===== src/rtl/poly_tone_gen_pkg.sv =====
`default_nettype none
// ============================================================================
// Module   : poly_tone_gen_pkg
// Brief    : Shared types, note divider table and channel state for
//            poly_tone_gen. TONE_OCTAVE_EN widens the divider by one bit.
// Revision : 1.0 - initial release
// ============================================================================
package poly_tone_gen_pkg;

`ifdef TONE_OCTAVE_EN
    localparam int DIV_W = 23;
`else
    localparam int DIV_W = 22;
`endif
    localparam int CODE_W = 7;

    typedef enum logic [1:0] {
        EV_NONE    = 2'd0,
        EV_PRESS   = 2'd1,
        EV_RELEASE = 2'd2
    } key_event_e;

    typedef struct packed {
        logic              busy;
        logic [CODE_W-1:0] code;
        logic [DIV_W-1:0]  div;
        logic [DIV_W-1:0]  cnt;
        logic              phase;
    } ch_state_t;

    localparam ch_state_t c_CH_IDLE = '0;

    // Half-period counts at 100 MHz; zero marks a code that is not a note.
    function automatic logic [DIV_W-1:0] note_div(input logic [CODE_W-1:0] code);
        logic [DIV_W-1:0] d;
        case (code)
            7'd99:   d = DIV_W'(191571);
            7'd100:  d = DIV_W'(170648);
            7'd101:  d = DIV_W'(151515);
            7'd102:  d = DIV_W'(143266);
            7'd103:  d = DIV_W'(127551);
            7'd97:   d = DIV_W'(113636);
            7'd98:   d = DIV_W'(101215);
            7'd67:   d = DIV_W'(95420);
            7'd68:   d = DIV_W'(85034);
            7'd69:   d = DIV_W'(75758);
            7'd70:   d = DIV_W'(71633);
            7'd71:   d = DIV_W'(63775);
            7'd65:   d = DIV_W'(56818);
            7'd66:   d = DIV_W'(50607);
            default: d = '0;
        endcase
        return d;
    endfunction

endpackage
`default_nettype wire


===== src/rtl/poly_tone_gen_if.sv =====
`default_nettype none
// ============================================================================
// Module   : poly_tone_gen_if
// Brief    : Key event / status / sample bundle of poly_tone_gen. The octave
//            signal exists only when TONE_OCTAVE_EN is defined.
// Revision : 1.0 - initial release
// ============================================================================
interface poly_tone_gen_if #(
    parameter int NUM_CH   = 4,
    parameter int SAMPLE_W = 16
);
    logic                       key_valid;
    logic [6:0]                 key_code;
    logic                       key_make;
`ifdef TONE_OCTAVE_EN
    logic [1:0]                 octave;
`endif
    logic [NUM_CH-1:0]          ch_busy;
    logic                       drop;
    logic signed [SAMPLE_W-1:0] sample_out;

    modport master (
`ifdef TONE_OCTAVE_EN
        output octave,
`endif
        output key_valid, key_code, key_make,
        input  ch_busy, drop, sample_out
    );

    modport slave (
`ifdef TONE_OCTAVE_EN
        input  octave,
`endif
        input  key_valid, key_code, key_make,
        output ch_busy, drop, sample_out
    );
endinterface
`default_nettype wire


===== src/rtl/tone_channel.sv =====
`default_nettype none
// ============================================================================
// Module   : tone_channel
// Brief    : One tone voice: latches note code and divider on allocation,
//            toggles its square phase every div cycles while busy.
// Revision : 1.0 - initial release
// ============================================================================
module tone_channel
    import poly_tone_gen_pkg::*;
(
    input  wire logic              clk,
    input  wire logic              rst,
    input  wire logic              i_alloc,
    input  wire logic              i_free,
    input  wire logic [CODE_W-1:0] i_code,
    input  wire logic [DIV_W-1:0]  i_div,
    output logic                   o_busy,
    output logic [CODE_W-1:0]      o_code,
    output logic                   o_phase
);
    ch_state_t r_st;

    always_ff @(posedge clk) begin
        if (rst || i_free) begin
            r_st <= c_CH_IDLE;
        end else if (i_alloc) begin
            r_st.busy  <= 1'b1;
            r_st.code  <= i_code;
            r_st.div   <= i_div;
            r_st.cnt   <= '0;
            r_st.phase <= 1'b0;
        end else if (r_st.busy) begin
            if (r_st.cnt == r_st.div - DIV_W'(1)) begin
                r_st.cnt   <= '0;
                r_st.phase <= ~r_st.phase;
            end else begin
                r_st.cnt <= r_st.cnt + DIV_W'(1);
            end
        end
    end

    assign o_busy  = r_st.busy;
    assign o_code  = r_st.code;
    assign o_phase = r_st.phase;
endmodule
`default_nettype wire


===== src/rtl/poly_tone_gen.sv =====
`default_nettype none
// ============================================================================
// Module   : poly_tone_gen
// Brief    : Polyphonic square-wave tone generator: allocates key presses to
//            channels and mixes them into a signed PCM sample.
//            Define TONE_OCTAVE_EN to add per-press octave selection.
// Revision : 1.0 - initial release
// ============================================================================
module poly_tone_gen
    import poly_tone_gen_pkg::*;
#(
    parameter int NUM_CH    = 4,
    parameter int AMPLITUDE = 4096,
    parameter int SAMPLE_W  = 16
) (
    input  wire logic      clk,
    input  wire logic      rst,
    poly_tone_gen_if.slave bus
);
    localparam logic signed [SAMPLE_W-1:0] c_POS = SAMPLE_W'(AMPLITUDE);
    localparam logic signed [SAMPLE_W-1:0] c_NEG = -c_POS;

    logic [DIV_W-1:0]           w_base;
    logic [DIV_W-1:0]           w_div;
    key_event_e                 w_event;
    logic [NUM_CH-1:0]          w_busy;
    logic [NUM_CH-1:0]          w_phase;
    logic [NUM_CH-1:0]          w_match;
    logic [NUM_CH-1:0]          w_alloc;
    logic [NUM_CH-1:0]          w_free;
    logic [CODE_W-1:0]          w_code [NUM_CH];
    logic                       w_found;
    logic                       w_drop;
    logic signed [SAMPLE_W-1:0] w_sum;
    logic                       r_drop;
    logic signed [SAMPLE_W-1:0] r_sample;

    always_comb begin
        w_base  = note_div(bus.key_code);
        w_div   = w_base;
`ifdef TONE_OCTAVE_EN
        case (bus.octave)
            2'd1:    w_div = w_base << 1;
            2'd2:    w_div = w_base >> 1;
            default: w_div = w_base;
        endcase
`endif
        w_event = EV_NONE;
        if (bus.key_valid && (w_base != '0)) begin
            w_event = bus.key_make ? EV_PRESS : EV_RELEASE;
        end
    end

    // A note is held by at most one channel, so the match vector is one-hot or zero.
    always_comb begin
        w_match = '0;
        w_alloc = '0;
        w_free  = '0;
        w_found = 1'b0;
        w_drop  = 1'b0;
        for (int i = 0; i < NUM_CH; i++) begin
            w_match[i] = w_busy[i] && (w_code[i] == bus.key_code);
        end
        if (w_event == EV_PRESS && !(|w_match)) begin
            for (int i = 0; i < NUM_CH; i++) begin
                if (!w_busy[i] && !w_found) begin
                    w_alloc[i] = 1'b1;
                    w_found    = 1'b1;
                end
            end
            w_drop = !w_found;
        end
        if (w_event == EV_RELEASE) begin
            w_free = w_match;
        end
    end

    for (genvar gi = 0; gi < NUM_CH; gi++) begin : g_ch
        tone_channel u_ch (
            .clk     (clk),
            .rst     (rst),
            .i_alloc (w_alloc[gi]),
            .i_free  (w_free[gi]),
            .i_code  (bus.key_code),
            .i_div   (w_div),
            .o_busy  (w_busy[gi]),
            .o_code  (w_code[gi]),
            .o_phase (w_phase[gi])
        );
    end

    always_comb begin
        w_sum = '0;
        for (int i = 0; i < NUM_CH; i++) begin
            if (w_busy[i]) begin
                w_sum = w_sum + (w_phase[i] ? c_POS : c_NEG);
            end
        end
    end

    always_ff @(posedge clk) begin
        if (rst) begin
            r_drop   <= 1'b0;
            r_sample <= '0;
        end else begin
            r_drop   <= w_drop;
            r_sample <= w_sum;
        end
    end

    assign bus.ch_busy    = w_busy;
    assign bus.drop       = r_drop;
    assign bus.sample_out = r_sample;
endmodule
`default_nettype wire


===== src/flat_wrapper.sv =====
// flat-port wrapper written by rule: the top's interface ports become plain ports
module poly_tone_gen_flat import poly_tone_gen_pkg::*;
#(
    parameter int NUM_CH    = 4,
    parameter int AMPLITUDE = 4096,
    parameter int SAMPLE_W  = 16
)
  (clk, rst, bus_key_valid, bus_key_code, bus_key_make, bus_ch_busy, bus_drop, bus_sample_out);
  poly_tone_gen_if #(.NUM_CH(NUM_CH), .SAMPLE_W(SAMPLE_W)) bus_i ();
  input  wire logic clk;
  input  wire logic rst;
  input wire logic [$bits(bus_i.key_valid)-1:0] bus_key_valid;
  input wire logic [$bits(bus_i.key_code)-1:0] bus_key_code;
  input wire logic [$bits(bus_i.key_make)-1:0] bus_key_make;
  output wire logic [$bits(bus_i.ch_busy)-1:0] bus_ch_busy;
  output wire logic [$bits(bus_i.drop)-1:0] bus_drop;
  output wire logic [$bits(bus_i.sample_out)-1:0] bus_sample_out;
  assign bus_i.key_valid = bus_key_valid;
  assign bus_i.key_code = bus_key_code;
  assign bus_i.key_make = bus_key_make;
  assign bus_ch_busy = bus_i.ch_busy;
  assign bus_drop = bus_i.drop;
  assign bus_sample_out = bus_i.sample_out;
  poly_tone_gen #(.NUM_CH(NUM_CH), .AMPLITUDE(AMPLITUDE), .SAMPLE_W(SAMPLE_W)) u_core (.clk(clk), .rst(rst), .bus(bus_i));
endmodule

===== config.mk =====
export PLATFORM = sky130hd
export DESIGN_NAME = poly_tone_gen_flat
export DESIGN_NICKNAME = d
export VERILOG_FILES = /design/src/rtl/poly_tone_gen_pkg.sv /design/src/rtl/poly_tone_gen_if.sv /design/src/rtl/tone_channel.sv /design/src/rtl/poly_tone_gen.sv /design/src/flat_wrapper.sv
export SDC_FILE = /design/constraint.sdc
export NUM_CORES = 1
export LEC_CHECK = 0
export BUFFER_PORTS_ARGS = -buffer_cell sky130_fd_sc_hd__buf_2
export CORE_AREA = 4 4 169 122
export DETAILED_ROUTE_END_ITERATION = 10
export DIE_AREA = 0 0 173 126
export GPL_TIMING_DRIVEN = 0
export PLACE_DENSITY = 0.8
export SYNTH_ARGS = -nofsm -noshare
export SYNTH_HDL_FRONTEND = slang
export SYNTH_SLANG_ARGS = --single-unit

===== constraint.sdc =====
create_clock -name clk -period 4.3 [get_ports clk]
set_input_delay 0.86 -clock clk [delete_from_list [all_inputs] [get_ports clk]]
set_output_delay 0.86 -clock clk [all_outputs]
set_load 0.05 [all_outputs]

==> Word level (Yosys, flattened, before mapping) <==
Cells that the tools add are included.
{ "word_totals": {"register_bits": 229, "in_bits": 11, "out_inout_bits": 21, "word_cells": 122} }
{ "op_classes": {"addsub": 11, "n_eq_ne": 24, "muxes": 28, "bitwise": 5, "n_reduce_logical": 32} }
{ "ops": {"columns": ["op", "n"], "rows": [
  ["one-hot mux 18 bit (14 select lines)", 1],
  ["two-way mux 16 bit", 8],
  ["equality test 7 bit, second input constant", 14],
  ["adder 22 x 1 -> 22 bit, second input constant", 4],
  ["equality test 22 bit", 4],
  ["two-way mux 22 bit", 4],
  ["subtractor 22 x 1 -> 22 bit, second input constant", 4],
  ["adder 16 bit", 3],
  ["equality test 7 bit", 4],
  ["nonzero test 22 bit", 1],
  ["two-way mux 1 bit", 11],
  ["OR reduction 2 bit", 5],
  ["logical AND 1 bit", 9],
  ["zero test 1 bit", 8],
  ["two-way mux 4 bit", 2],
  ["AND reduction 2 bit", 4],
  ["NOT 1 bit", 5],
  ["logical OR 1 bit", 4],
  ["two-way mux 2 bit", 2],
  ["OR reduction 4 bit", 1],
  ["equality test 2 x 1 -> 1 bit, second input constant", 1],
  ["equality test 2 bit, second input constant", 1]
]} }

==> Logic depth before layout (Yosys ltp) <==
Gate-level depths: netlist of run 1.
{ "depth": {"word_depth": 21, "ltp_mapped": 14, "ltp_nobuf": 13} }

==> Cells and area by module <==
Synthesis of run 1 repeated with hierarchy kept, for this count alone.
{ "unflattened": {"cells_unflattened": 1672, "area_unflattened_um2": 13969.6} }
{ "modules_own_cells": {"columns": ["module", "instances", "cells_each", "area_per_inst_um2", "seq_area_each_um2"], "rows": [
  ["tone_channel", 4, 363, 3105.5, 1061.0],
  ["poly_tone_gen", 1, 220, 1547.7, 100.1]
]} }

==> Least setup slack after synthesis of run 1 <==
Ideal clock, no wire load.
{ "synth_path": {"path_type": "reg-to-reg", "from": "register u_core.g_ch[0].u_ch.r_st (netlist bit u_core.g_ch[0].u_ch.o_busy)", "to": "register u_core.r_sample[15], in the netlist u_core.bus.sample_out[15]", "setup_time_ns": 0.126, "arrival_ns": 3.223, "required_ns": 4.174, "setup_slack_ns": 0.951, "path_stages_with_launch": 15, "path_buffers": 1, "synth_period_minus_slack_ns": 3.349, "path_cell_list": "dfxtp_1 -> clkbuf_1 -> nand2b_1 -> fa_1 -> mux2i_1 -> inv_1 -> fa_1 -> a21oi_1 -> ha_1 -> a21o_1 -> a21oi_1 -> xnor2_1 -> nor2_1 -> xnor2_1 -> nor2_1"} }
{ "synth_via": {"elab_chain_cells": 7} }
{ "synth_lines": {"columns": ["element", "line_no", "text"], "rows": [
  ["start: declaration", "tone_channel.sv:21", "ch_state_t r_st;"],
  ["start signal: assignment", "tone_channel.sv:25", "r_st <= c_CH_IDLE;"],
  ["two-way mux 16 bit *", "poly_tone_gen.sv:95", "if (w_busy[i]) begin"],
  ["adder 16 bit", "poly_tone_gen.sv:96", "w_sum = w_sum + (w_phase[i] ? c_POS : c_NEG);"],
  ["two-way mux 16 bit *", "poly_tone_gen.sv:95", null],
  ["adder 16 bit", "poly_tone_gen.sv:96", null],
  ["two-way mux 16 bit *", "poly_tone_gen.sv:95", null],
  ["adder 16 bit", "poly_tone_gen.sv:96", null],
  ["two-way mux 16 bit *", "poly_tone_gen.sv:95", null],
  ["end signal: assignment", "poly_tone_gen.sv:107", "r_sample <= w_sum;"],
  ["end: declaration", "poly_tone_gen.sv:36", "logic signed [SAMPLE_W-1:0] r_sample;"]
]} }
Every way passes the cells marked *; elsewhere a longest branch is shown, timed or not.
A chain may end at the register's enable or synchronous reset.

==> Final worst setup path of run 1 <==
Ends and elaborated chain as after synthesis.

==> results of run 1 <==
==> where the power goes <==
group	internal, W	total [W]	switching, W
registers	0.00186	0.00187	0.00000204
logic	0.0000579	0.000208	0.000150
clock network	0.00117	0.00195	0.000779
==> sequential cells by signal (all words and copies together) (netlist names) <==
register,cells
u_core.bus.drop,1
u_core.g_ch.u_ch.r_st,160
u_core.g_ch.u_ch.o_code,28
u_core.g_ch.u_ch.o_busy,4
u_core.bus.sample_out,4
u_core.g_ch.u_ch.o_phase,4
==> final timing paths <==
check	start	end	slack, ns	cells past startpoint
worst max-delay path	u_core.g_ch[0].u_ch.o_busy$_SDFFE_PP0P_	u_core.bus.sample_out[15]$_SDFF_PP0_	0.34	14
worst max register to register	u_core.g_ch[0].u_ch.o_busy$_SDFFE_PP0P_	u_core.bus.sample_out[15]$_SDFF_PP0_	0.34	14
worst min register to register	u_core.g_ch[2].u_ch.o_code[6]$_SDFFE_PP0P_	u_core.g_ch[2].u_ch.o_code[6]$_SDFFE_PP0P_	0.46	2
worst min-delay path	u_core.g_ch[2].u_ch.o_code[6]$_SDFFE_PP0P_	u_core.g_ch[2].u_ch.o_code[6]$_SDFFE_PP0P_	0.46	2
==> worst max-delay path, stage by stage, from the launching register on <==
cell and delay, ns:
sky130_fd_sc_hd__dfxtp_1 0.49, sky130_fd_sc_hd__clkbuf_2 0.31, sky130_fd_sc_hd__nand2b_1 0.23, sky130_fd_sc_hd__fa_1 0.47, sky130_fd_sc_hd__mux2i_1 0.35, sky130_fd_sc_hd__inv_1 0.12
sky130_fd_sc_hd__fa_1 0.48, sky130_fd_sc_hd__a21oi_1 0.31, sky130_fd_sc_hd__ha_1 0.30, sky130_fd_sc_hd__a21o_1 0.15, sky130_fd_sc_hd__a21oi_1 0.18, sky130_fd_sc_hd__xnor2_1 0.14
sky130_fd_sc_hd__nor2_1 0.07, sky130_fd_sc_hd__xnor2_1 0.17, sky130_fd_sc_hd__nor2_1 0.05
==> area by class of cell <==
cell class / instances / area [sq um] / share of cell area
timing repair buffer: 13 / 65.06 / 0.005029
clock buffer: 30 / 641.9 / 0.04961
buffer: 92 / 436.7 / 0.03375
tap: 242 / 302.8 / 0.02340
clock inverter: 9 / 101.3 / 0.007834
inverter: 25 / 93.84 / 0.007253
sequential: 201 / 4024 / 0.3110
multi-input combinational: 1131 / 7272 / 0.5621
==> cell usage in the layout, fill, tap and decap left out, types with 13 or more instances in the layout <==
master / netlist / layout
sky130_fd_sc_hd__nor2_1: 260 / 260
sky130_fd_sc_hd__dfxtp_1: 201 / 201
sky130_fd_sc_hd__xnor2_1: 108 / 108
sky130_fd_sc_hd__mux2i_1: 99 / 99
sky130_fd_sc_hd__xor2_1: 91 / 91
sky130_fd_sc_hd__nand2_1: 84 / 84
sky130_fd_sc_hd__clkbuf_1: 55 / 57
sky130_fd_sc_hd__a21oi_1: 46 / 46
sky130_fd_sc_hd__nand3_1: 45 / 45
sky130_fd_sc_hd__nand4_1: 39 / 39
sky130_fd_sc_hd__nor3_1: 39 / 39
sky130_fd_sc_hd__and3_1: 35 / 35
sky130_fd_sc_hd__o21ai_0: 34 / 34
sky130_fd_sc_hd__buf_2: 12 / 25
sky130_fd_sc_hd__inv_1: 24 / 24
sky130_fd_sc_hd__nor4_1: 24 / 24
sky130_fd_sc_hd__clkbuf_16: 0 / 23
sky130_fd_sc_hd__or3_1: 22 / 22
sky130_fd_sc_hd__nor2b_1: 16 / 16
sky130_fd_sc_hd__buf_4: 16 / 16
sky130_fd_sc_hd__ha_1: 14 / 14
sky130_fd_sc_hd__nand2b_1: 13 / 13
==> logic make-up after synthesis <==
| group | after synthesis | synth area share |
|---|---|---|
| other | 1 | 0.0003184 |
| and+or+nand+nor | 644 | 0.2699 |
| AOI/OAI and AO/OA | 158 | 0.08839 |
| xor gates and xnor gates | 199 | 0.1480 |
| buffers and inverters | 117 | 0.04494 |
| DFF | 201 | 0.3417 |
| muxes | 100 | 0.08509 |
| adders and majority gates | 18 | 0.02167 |
==> layer usage <==
metal | global-route usage | wire (um) | part of all wire
met1 | 0.4014 | 14820 | 0.49
met2 | 0.3978 | 12470 | 0.41
met3 | 0.05692 | 2379 | 0.078
met4 | 0.06332 | 712 | 0.023
met5 | 0 | 0 | 0
==> metrics by stage <==
step                hold slack (ns)  utilization  setup WS [ns]
finish                       0.4646       0.6877         0.3356
global route                 0.4851       0.6877        0.08074
CTS                          0.4676       0.6876         0.2027
detailed placement           0.4585       0.6481        0.07574
global placement             0.4468       0.6478         0.1506
floorplan                    0.4376            -         0.9510
==> reports/summary.log, run 1 <==
[global_routing] overall global routing resource usage 0.2686
[logic_synthesis] summed instance area of the synthesized netlist 11780 sq um
[placement] port buffer count 13
[logic_synthesis] number of flip-flops and latches in the synthesized netlist 201
[critical_path] Startpoint Class register
[cts] clk root buf sky130_fd_sc_hd__clkbuf_16
[cts] register clock-pin slew on the reported worst setup and hold paths 0.06 ns
[logic_synthesis] Netlist cell types 74
[sta] period utilisation layout 0.9219
[placement] hpwl dp 22320 um
[cts] CTS H-tree depth 1
[logic_synthesis] Primary FF master, synth sky130_fd_sc_hd__dfxtp_1
[sta] Finish-stage setup viols 0
[global_routing] final global-route overflow total 0
[global_routing] first-pass GRT wire length 48810 um
[critical_path] crit path max fanout 10
[cts] clock insertion delay at the later pin of the skew report 0.51 ns
[global_routing] number of antenna violations at the first check in global routing 1
[finish] Fillers 1542
[detailed_routing] Routed WL 30380 um
[placement] final weighted congestion of routability-driven global placement 1.030
[power] power density normalized to cell area 310.7 nW/um^2
[floorplan] die footprint 21800 sq um
[global_routing] pin count of the biggest net entering global routing 14
[global_routing] number of global-route vias before repair 9372
[finish] final layout net count 1515
[detailed_routing] routed wire length per instance 17.43 um
[cts] count of cells resized by post-cts repair 0
[sta] final max-slew violation count 0
[status] run status completed
[critical_path] data arrival time of the critical path 4.34 ns
[sta] timing-limited maximum frequency 252.2 MHz
[power] total design power 0.004019 W
[logic_synthesis] Synth area leader sky130_fd_sc_hd__dfxtp_1
[finish] diode insertion count for antenna repair 0
[detailed_routing] Detailed Routing Iterations Pass 1 5
[logic_synthesis] portion of synthesized cell area occupied by the leading cell type 0.3417
[finish] Post-Layout Cell Count 1743
[critical_path] required arrival time at the worst endpoint 4.68 ns
[cts] Inserted Clock Buffers 22
[logic_synthesis] most common cell in the synthesized netlist sky130_fd_sc_hd__nor2_1
[detailed_routing] DR iter-0 viols 1044
[cts] hold buffer count at CTS 0
[logic_synthesis] total of warnings raised by yosys 0
[cts] TritonCTS clock tree done
[sta] post-layout minimum cycle time 3.964 ns
[detailed_routing] via/cell ratio 5.955
[detailed_routing] DRC violations left 0
[min_path] Tightest Hold Check Type register to register
[floorplan] Initial Util 0.6260
[critical_path] crit path kind register to register
[power] peak supply drop 253.3 uV
[sta] worst clock skew 0.008649 ns
[sta] Slew HR 0.04496
[finish] Finished Cell Area 12940 sq um
[sta] Worst Max-Slew Pin Slew 1.419 ns
[logic_synthesis] number of synthesized flops with an enable pin 0
[flow_run] max-capacitance violation count 0
[finish] layout-stage area growth over the synthesis result 9.848%
[logic_synthesis] syn avg cell area 8.190 sq um
[floorplan] placeable core area 18810 sq um
[cts] number of setup buffers added after CTS 0
[detailed_routing] count of antenna-violating nets left after detailed routing 0
[floorplan] die extent in x 173 um
[cts] clk buf depth 3
[logic_synthesis] post-synthesis instance total 1438
[logic_synthesis] post-synthesis async set-or-reset flop share 0
[placement] Placed Instances 1704
[logic_synthesis] main area contributors after synthesis sky130_fd_sc_hd__dfxtp_1 (34%), sky130_fd_sc_hd__mux2i_1 (8.4%), sky130_fd_sc_hd__nor2_1 (8.3%)
[floorplan] Ports 32
[sta] Post-Route Setup TNS 0 ns
[logic_synthesis] share of synthesized area occupied by flip-flops and latches 0.3417
[placement] area post-placement 12190 sq um
[power] Leak 5.395 nW
[detailed_routing] routed vias 10.38k
[sta] unrepaired setup endpoints after global routing false
[finish] layout cell share with drive strength beyond 1 0.06929
[cts] clock net sink count 201
[floorplan] Die Height 126 um
[floorplan] floorplan row count 42
[sta] number of failing hold endpoints at the final stage 0
[critical_path] capturing element type of the critical path register
[logic_synthesis] most used standard cells in the synthesized netlist sky130_fd_sc_hd__nor2_1 (260), sky130_fd_sc_hd__dfxtp_1 (201), sky130_fd_sc_hd__xnor2_1 (108), sky130_fd_sc_hd__mux2i_1 (99), sky130_fd_sc_hd__xor2_1 (91)
Note: power is estimated with default switching activity, not from simulation.
==> run 2, diff against run 1 <==
CORE_AREA = 4 4 177 128   (was 4 4 169 122)
DIE_AREA = 0 0 181 132   (was 0 0 173 126)
PLACE_DENSITY = 0.77   (was 0.8)
clock period = 3.5 ns   (was 4.3 ns; I/O delays follow)
==> run 2 against run 1 <==
Effect of this change:
- register-to-register slack got worse by 0.19 ns
- clock skew rose by 0.0016 ns
- largest power group unchanged
- cell area rose by 1.1%
- critical path depth fell by 4
- sequential power rose by 22%
- cell count rose by 2.1%
- clock-buffer cell count fell by 5
- the run now ends with max-capacitance violations, max-slew violations left
- die area rose by 9.6%
- non-clock buffer count did not move
- setup slack got worse by 0.19 ns
- hold slack improved by 0.0044 ns
==> reports/summary.log, run 2 (same netlist as run 1, synthesis figures left out) <==
[critical_path] reg2reg path depth 10 [-4]
[power] peak supply drop 295.7 uV [+17%]
[finish] diode insertion count for antenna repair 0 [unchanged]
[sta] number of failing hold endpoints at the final stage 0 [unchanged]
[min_path] Tightest Hold Check Type register to register
[cts] CTS H-tree depth 1 [unchanged]
[cts] Inserted Clock Buffers 21 [-4.5%]
[power] power density normalized to cell area 379.5 nW/um^2 [+22%]
[critical_path] Worst R2R Setup Slack 0.15 ns [-0.19 ns]
[finish] highest-count cells in the layout ignoring fill and taps sky130_fd_sc_hd__nor2_1 (260), sky130_fd_sc_hd__dfxtp_1 (200), sky130_fd_sc_hd__xnor2_1 (108)
[sta] period utilisation layout 0.9577 [+0.03573]
[cts] TritonCTS clock tree done
[detailed_routing] Routed WL 30700 um [+1.0%]
[status] violated checks max-capacitance violations, max-slew violations
[detailed_routing] via/cell ratio 5.804 [-2.5%]
[cts] clock insertion delay at the later pin of the skew report 0.50 ns [about the same]
[power] internal power 0.003819 W [+24%]
[finish] flip-flop count of the largest register after layout 160 [unchanged]
[finish] largest register by flop count u_core.g_ch.u_ch.r_st
[sta] Slew HR -0.003568 [-0.04853]
[critical_path] biggest cell delay along the critical path 0.49 ns [about the same]
[finish] final core utilization 0.6193 [-0.06836]
[finish] layout-stage area growth over the synthesis result 11.03%
[floorplan] Ports 32 [unchanged]
[power] Sequential Power Share 0.462 [-0.002]
[min_path] hold path depth 2 [unchanged]
[floorplan] die extent in x 181 um [+4.6%]
[critical_path] cell seen most often among critical-path stages sky130_fd_sc_hd__clkbuf_1
[detailed_routing] routed wire length per instance 17.24 um [-1.1%]
[cts] clk root buf sky130_fd_sc_hd__clkbuf_16
[floorplan] Die Height 132 um [+4.8%]
[finish] most common cell after layout, fill and taps aside sky130_fd_sc_hd__nor2_1
[min_path] hold path endpoint u_core.g_ch[3].u_ch.o_code[6]$_SDFFE_PP0P_
[cts] clock net sink count 201 [unchanged]
[power] fraction of power consumed by combinational cells 0.052 [about the same]
[power] Leak 5.424 nW [+0.55%]
[sta] final max-slew violation count 1 [+1]
[sta] Finish-stage setup viols 0 [unchanged]
[global_routing] first-pass GRT wire length 49270 um [+0.93%]
[sta] Post-Route Setup TNS 0 ns [unchanged]
[min_path] HP Start u_core.g_ch[3].u_ch.o_code[6]$_SDFFE_PP0P_
[floorplan] floorplan row count 45 [+7.1%]
[placement] port buffer count 13 [unchanged]
[critical_path] critical-path cell list or3_1, clkbuf_1, or3b_1, clkbuf_1, nor3_2, mux2_2, a22oi_1, nand3_1, nor4_1, mux2i_1
[critical_path] crit path max fanout 7 [-3]
[detailed_routing] Detailed Routing Iterations Pass 1 6 [+1]
[cts] number of setup buffers added after CTS 0 [unchanged]
[global_routing] overall global routing resource usage 0.2450 [-0.02358]
[sta] worst clock skew 0.01022 ns [+0.001572 ns]
[detailed_routing] DR iter-0 viols 1018 [-2.5%]
[critical_path] Startpoint Class register
[critical_path] capturing element type of the critical path register
[sta] Worst Max-Slew Pin Slew 1.494 ns [+0.07439 ns]
[critical_path] crit path max-delay cell type sky130_fd_sc_hd__nor4_1
[placement] final weighted congestion of routability-driven global placement 0.9514 [-7.7%]
[power] switching power 0.001143 W [+23%]
[critical_path] data arrival time of the critical path 3.77 ns [-0.57 ns]
[power] Switching Share 0.2304 [-0.001297]
[critical_path] worst r2r src u_core.g_ch[3].u_ch.r_st[25]$_SDFFE_PP0P_
[sta] timing-limited maximum frequency 298.3 MHz [+18%]
[global_routing] number of antenna violations at the first check in global routing 0 [-1]
[status] run status finished with violations
[critical_path] Critical R2R Capture u_core.g_ch[3].u_ch.o_phase$_SDFFE_PP0P_
[power] relative contribution of the clock network to total power 0.486 [+0.002]
[finish] final layout net count 1514 [-0.066%]
[detailed_routing] DRC violations left 0 [unchanged]
[floorplan] Initial Util 0.5578 [-0.06822]
[global_routing] final global-route overflow total 0 [unchanged]
[placement] hpwl dp 22470 um [+0.69%]
[floorplan] placeable core area 21110 sq um [+12%]
[flow_run] max-capacitance violation count 1 [+1]
[sta] post-layout minimum cycle time 3.352 ns [-0.6125 ns]
[finish] layout cell share with drive strength beyond 1 0.07944 [+0.01015]
[critical_path] required arrival time at the worst endpoint 3.92 ns [-0.76 ns]
[floorplan] die footprint 23890 sq um [+9.6%]
[cts] register clock-pin slew on the reported worst setup and hold paths 0.06 ns [about the same]
[global_routing] pin count of the biggest net entering global routing 15 [+1]
[detailed_routing] count of antenna-violating nets left after detailed routing 0 [unchanged]
[global_routing] number of global-route vias before repair 9505 [+1.4%]
[critical_path] crit path kind register to register
[detailed_routing] routed vias 10.33k [-0.46%]
[cts] clk buf depth 3 [unchanged]
==> run 2: changes by cell type in the layout (fill, tap and decap cells not counted), moves of 2 or more <==
cell                         previous run  this run
sky130_fd_sc_hd__clkbuf_2               1         3
sky130_fd_sc_hd__clkinv_2               6         4
sky130_fd_sc_hd__nor3_1                39        37
sky130_fd_sc_hd__nor3_2                 0         2
sky130_fd_sc_hd__nor4_1                24        22
sky130_fd_sc_hd__bufinv_16              2         4
sky130_fd_sc_hd__clkbuf_1              57        51
sky130_fd_sc_hd__clkinvlp_4             0         2
sky130_fd_sc_hd__clkbuf_16             23        21
==> run 2: per-stage QoR <==
step / instance area (sq um) / setup slack (ns) / total power (W) / hold slack, ns / std cells
3_3_place_gp: 12240 / -0.6691 / 0.002588 / 0.4467 / 1744
5_1_grt: 13080 / -0.08369 / 0.005100 / 0.4930 / 1780
4_1_cts: 13020 / 0.02413 / 0.004986 / 0.4660 / 1781
2_1_floorplan: 11820 / 0.1510 / 0.002524 / 0.4376 / 1449
6_report: 13080 / 0.1481 / 0.004962 / 0.4690 / 1780
3_5_place_dp: 12250 / -0.5058 / 0.002591 / 0.4570 / 1745
==> run 2: how the worst max path moves through the flow <==
stage | startpoint | to
floorplan | u_core.g_ch[0].u_ch.o_busy$_SDFFE_PP0P_ | u_core.bus.sample_out[15]$_SDFF_PP0_
global placement | bus_key_code[2] | u_core.g_ch[0].u_ch.r_st[34]$_SDFFE_PP0P_
detailed placement | u_core.g_ch[0].u_ch.o_busy$_SDFFE_PP0P_ | u_core.bus.sample_out[15]$_SDFF_PP0_
CTS | u_core.g_ch[0].u_ch.o_busy$_SDFFE_PP0P_ | u_core.bus.sample_out[15]$_SDFF_PP0_
global route | u_core.g_ch[3].u_ch.r_st[25]$_SDFFE_PP0P_ | u_core.g_ch[3].u_ch.o_phase$_SDFFE_PP0P_
finish | u_core.g_ch[3].u_ch.r_st[25]$_SDFFE_PP0P_ | u_core.g_ch[3].u_ch.o_phase$_SDFFE_PP0P_
==> run 2: critical path, delay by kind of cell, from the launching register on <==
family                 cells  cell delay (ns)
AND/OR/NAND/NOR            5             1.66
multiplexers               2             0.67
buffers and inverters      2             0.38
flip-flops                 1             0.36
AO/OA/AOI/OAI              1             0.20
==> run 2: area by class of cell <==
class | instances | area [sq um]
buffer | 91 | 442.9
clock buffer | 25 | 570.5
clock inverter | 11 | 163.9
fill | 1854 | 8038
inverter | 25 | 93.84
multi-input combinational | 1131 | 7352
sequential | 201 | 4028
tap | 282 | 352.8
timing repair buffer | 14 | 72.57
==> run 2: metal layers <==
metal / vias to the layer above / global-route usage / routed length (um)
met5: - / 0 / 0
met4: 0 / 0.04875 / 585
met3: 45 / 0.04909 / 2282
met2: 312 / 0.3707 / 12890
met1: 4915 / 0.3645 / 14940
li1: 5059 / - / -
==> run 2: power groups by stage <==
stage                     clock network [W]  registers (W)  logic (W)
after floorplan                           0        0.00234   0.000180
after global placement                    0        0.00234   0.000245
after detailed placement                  0        0.00234   0.000248
after CTS                           0.00244        0.00229   0.000250
after global routing                0.00254        0.00229   0.000275
final                               0.00241        0.00229   0.000259
==> run 2: what timing repair did <==
action,4_1_cts,5_1_grt
hold buffers,0,0
gates cloned,0,0
setup endpoints to repair,46,100
resized for setup,8,18
pin swaps,0,2
==> run 3, diff against run 2 <==
CORE_AREA = 4 4 203 146   (was 4 4 177 128)
DIE_AREA = 0 0 207 150   (was 0 0 181 132)
PLACE_DENSITY = 0.61   (was 0.77)
==> run 3 against run 2 <==
Effect of this change:
- the flow now finishes without violations
- clock power shrank 2%
- die area grew 30%
- combinational power is essentially flat
- cell count grew 5.1%
- register-to-register slack is essentially flat
- critical path type unchanged
- largest power group unchanged
- highest routed layer unchanged
==> reports/summary.log, run 3 (same netlist as run 1, synthesis figures left out) <==
[cts] register clock-pin slew on the reported worst setup and hold paths 0.06 ns [about the same]
[sta] final max-slew violation count 0 [-1]
[finish] layout cell share with drive strength beyond 1 0.07939 [about the same]
[finish] most common cell after layout, fill and taps aside sky130_fd_sc_hd__nor2_1
[detailed_routing] Routed WL 31200 um [+1.6%]
[critical_path] crit path kind register to register
[power] switching power 0.001128 W [-1.3%]
[critical_path] Worst R2R Setup Slack 0.16 ns [about the same]
[cts] clk buf depth 3 [unchanged]
[global_routing] overall global routing resource usage 0.1991 [-0.04587]
[placement] port buffer count 13 [unchanged]
[global_routing] number of antenna violations at the first check in global routing 0 [unchanged]
[floorplan] Ports 32 [unchanged]
[floorplan] Initial Util 0.4272 [-0.1306]
[sta] Worst Max-Slew Pin Slew 1.410 ns [-0.08384 ns]
[min_path] HP Start u_core.g_ch[3].u_ch.o_code[6]$_SDFFE_PP0P_
[min_path] hold path endpoint u_core.g_ch[3].u_ch.o_code[6]$_SDFFE_PP0P_
[cts] clock net sink count 201 [unchanged]
[power] fraction of power consumed by combinational cells 0.053 [about the same]
[sta] Finish-stage setup viols 0 [unchanged]
[critical_path] worst r2r src u_core.g_ch[1].u_ch.o_busy$_SDFFE_PP0P_
[finish] largest register by flop count u_core.g_ch.u_ch.r_st
[cts] TritonCTS clock tree done
[power] Sequential Power Share 0.468 [+0.006]
[critical_path] Critical R2R Capture u_core.bus.sample_out[15]$_SDFF_PP0_
[floorplan] die extent in x 207 um [+14%]
[sta] number of failing hold endpoints at the final stage 0 [unchanged]
[sta] worst clock skew 0.008096 ns [-0.002126 ns]
[detailed_routing] routed vias 10.07k [-2.5%]
[global_routing] first-pass GRT wire length 51130 um [+3.8%]
[placement] Placed Instances 1834 [+5.1%]
[cts] clock insertion delay at the later pin of the skew report 0.52 ns [+0.02 ns]
[detailed_routing] Detailed Routing Iterations Pass 1 5 [-1]
[critical_path] data arrival time of the critical path 3.73 ns [-0.04 ns]
[detailed_routing] routed wire length per instance 16.68 um [-3.3%]
[critical_path] worst setup path start u_core.g_ch[1].u_ch.o_busy$_SDFFE_PP0P_
[critical_path] crit path max fanout 9 [+2]
[placement] final weighted congestion of routability-driven global placement 0.9788 [+2.9%]
[detailed_routing] DR iter-0 viols 795 [-22%]
[global_routing] pin count of the biggest net entering global routing 13 [-2]
[critical_path] Startpoint Class register
[power] Switching Share 0.2302 [about the same]
[detailed_routing] DRC violations left 0 [unchanged]
[floorplan] floorplan row count 51 [+13%]
[min_path] Tightest Hold Check Type register to register
[floorplan] die footprint 31050 sq um [+30%]
[critical_path] biggest cell delay along the critical path 0.61 ns [+0.12 ns]
[critical_path] crit path max-delay cell type sky130_fd_sc_hd__dfxtp_1
[sta] Slew HR 0.05362 [+0.05718]
[critical_path] capturing element type of the critical path register
[finish] flip-flop count of the largest register after layout 160 [unchanged]
[sta] worst hold slack after final layout 0.4596 ns [-0.009339 ns]
[placement] hpwl dp 23230 um [+3.4%]
[power] total design power 0.004899 W [-1.3%]
[power] peak supply drop 315.1 uV [+6.6%]
[cts] Inserted Clock Buffers 22 [+4.8%]
[sta] period utilisation layout 0.9536 [-0.004053]
[finish] Finished Cell Area 13190 sq um [+0.88%]
[power] internal power 0.003771 W [-1.3%]
[finish] diode insertion count for antenna repair 0 [unchanged]
[critical_path] reg2reg path depth 11 [+1]
[sta] post-layout minimum cycle time 3.338 ns [-0.01419 ns]
[cts] CTS H-tree depth 1 [unchanged]
[status] run status completed
[floorplan] placeable core area 27570 sq um [+31%]
[placement] area post-placement 12360 sq um [+0.91%]
[detailed_routing] via/cell ratio 5.384 [-7.2%]
[power] power density normalized to cell area 371.4 nW/um^2 [-2.1%]
[power] Leak 5.419 nW [about the same]
[detailed_routing] count of antenna-violating nets left after detailed routing 0 [unchanged]
[flow_run] max-capacitance violation count 0 [-1]
[critical_path] critical-path cell list clkinv_1, ha_1, fa_1, xor2_1, a21oi_2, ha_1, a21oi_1, xnor2_1, nor2_1, xnor2_1, nor2_1
[critical_path] required arrival time at the worst endpoint 3.89 ns [-0.03 ns]
[finish] highest-count cells in the layout ignoring fill and taps sky130_fd_sc_hd__nor2_1 (260), sky130_fd_sc_hd__dfxtp_1 (200), sky130_fd_sc_hd__xnor2_1 (108)
[min_path] hold path depth 2 [unchanged]
[finish] layout-stage area growth over the synthesis result 12.00%
[cts] clk root buf sky130_fd_sc_hd__clkbuf_16
[finish] Post-Layout Cell Count 1870 [+5.1%]
[global_routing] number of global-route vias before repair 9382 [-1.3%]
[finish] final layout net count 1516 [+0.13%]
[floorplan] Die Height 150 um [+14%]
[power] relative contribution of the clock network to total power 0.479 [-0.007]
[sta] timing-limited maximum frequency 299.6 MHz [+0.43%]
[global_routing] final global-route overflow total 0 [unchanged]
[run 3: cell count changes in the layout (fill, tap and decap cells not counted), moves of 2 or more]
| cell | change |
|---|---|
| sky130_fd_sc_hd__clkinv_2 | -2 |
| sky130_fd_sc_hd__clkbuf_8 | +5 |
| sky130_fd_sc_hd__clkinvlp_4 | -2 |
| sky130_fd_sc_hd__bufinv_16 | -3 |
| sky130_fd_sc_hd__clkbuf_16 | +2 |
| sky130_fd_sc_hd__clkbuf_1 | +2 |
[run 3: worst max-delay path by stage]
stage	to	slack, ns	cells past startpoint
2_1_floorplan	u_core.bus.sample_out[15]$_SDFF_PP0_	0.15	14
3_3_place_gp	u_core.g_ch[3].u_ch.r_st[34]$_SDFFE_PP0P_	-0.61	7
3_5_place_dp	u_core.bus.sample_out[15]$_SDFF_PP0_	-0.67	14
4_1_cts	u_core.g_ch[2].u_ch.r_st[8]$_SDFFE_PP0P_	0.04	11
5_1_grt	u_core.bus.sample_out[15]$_SDFF_PP0_	-0.01	14
6_report	u_core.bus.sample_out[15]$_SDFF_PP0_	0.16	11
[run 3: worst max-delay path, delay by kind of cell, from the launching register on]
family | cells | cell delay [ns]
and+or+nand+nor | 2 | 0.12
DFF | 1 | 0.61
adders and majority gates | 3 | 1.23
xor gates and xnor gates | 3 | 0.54
AOI/OAI and AO/OA | 2 | 0.28
buffers and inverters | 1 | 0.43
[run 3: power groups by stage]
| stage | clock [W] | sequential [W] | combinational, W |
|---|---|---|---|
| 2_1_floorplan | 0 | 0.00234 | 0.000180 |
| 3_3_place_gp | 0 | 0.00234 | 0.000249 |
| 3_5_place_dp | 0 | 0.00234 | 0.000251 |
| 4_1_cts | 0.00242 | 0.00229 | 0.000254 |
| 5_1_grt | 0.00252 | 0.00229 | 0.000279 |
| 6_report | 0.00235 | 0.00229 | 0.000262 |
[run 3: metal layers]
| layer | up-vias | global-route usage | wire (um) |
|---|---|---|---|
| met5 | - | 0 | 0 |
| li1 | 5056 | - | - |
| met3 | 34 | 0.04568 | 2166 |
| met1 | 4743 | 0.3101 | 16150 |
| met4 | 0 | 0.03865 | 545 |
| met2 | 236 | 0.2787 | 12340 |
[run 3: what timing repair did]
item                       in CTS  in global routing
setup endpoints to repair      50                119
resized for setup              11                 16
setup buffers                   0                  1
hold buffers                    0                  0
pin swaps                       0                  3
[run 3: final cells by class]
class / count / area (sq um)
Buffer: 91 / 445.4
Clock buffer: 33 / 683.2
Clock inverter: 3 / 40.04
Fill cell: 2705 / 14380
Inverter: 25 / 93.84
Multi-Input combinational cell: 1131 / 7357
Sequential cell: 201 / 4028
Tap cell: 371 / 464.2
Timing Repair Buffer: 15 / 80.08
[run 3: stage by stage]
step	util	worst slack [ns]	TNS (ns)
2_1_floorplan	-	0.1510	0
3_3_place_gp	0.4479	-0.6123	-36.34
3_5_place_dp	0.4484	-0.6672	-31.95
4_1_cts	0.4764	0.03951	0
5_1_grt	0.4785	-0.009755	-0.009755
6_report	0.4785	0.1623	0
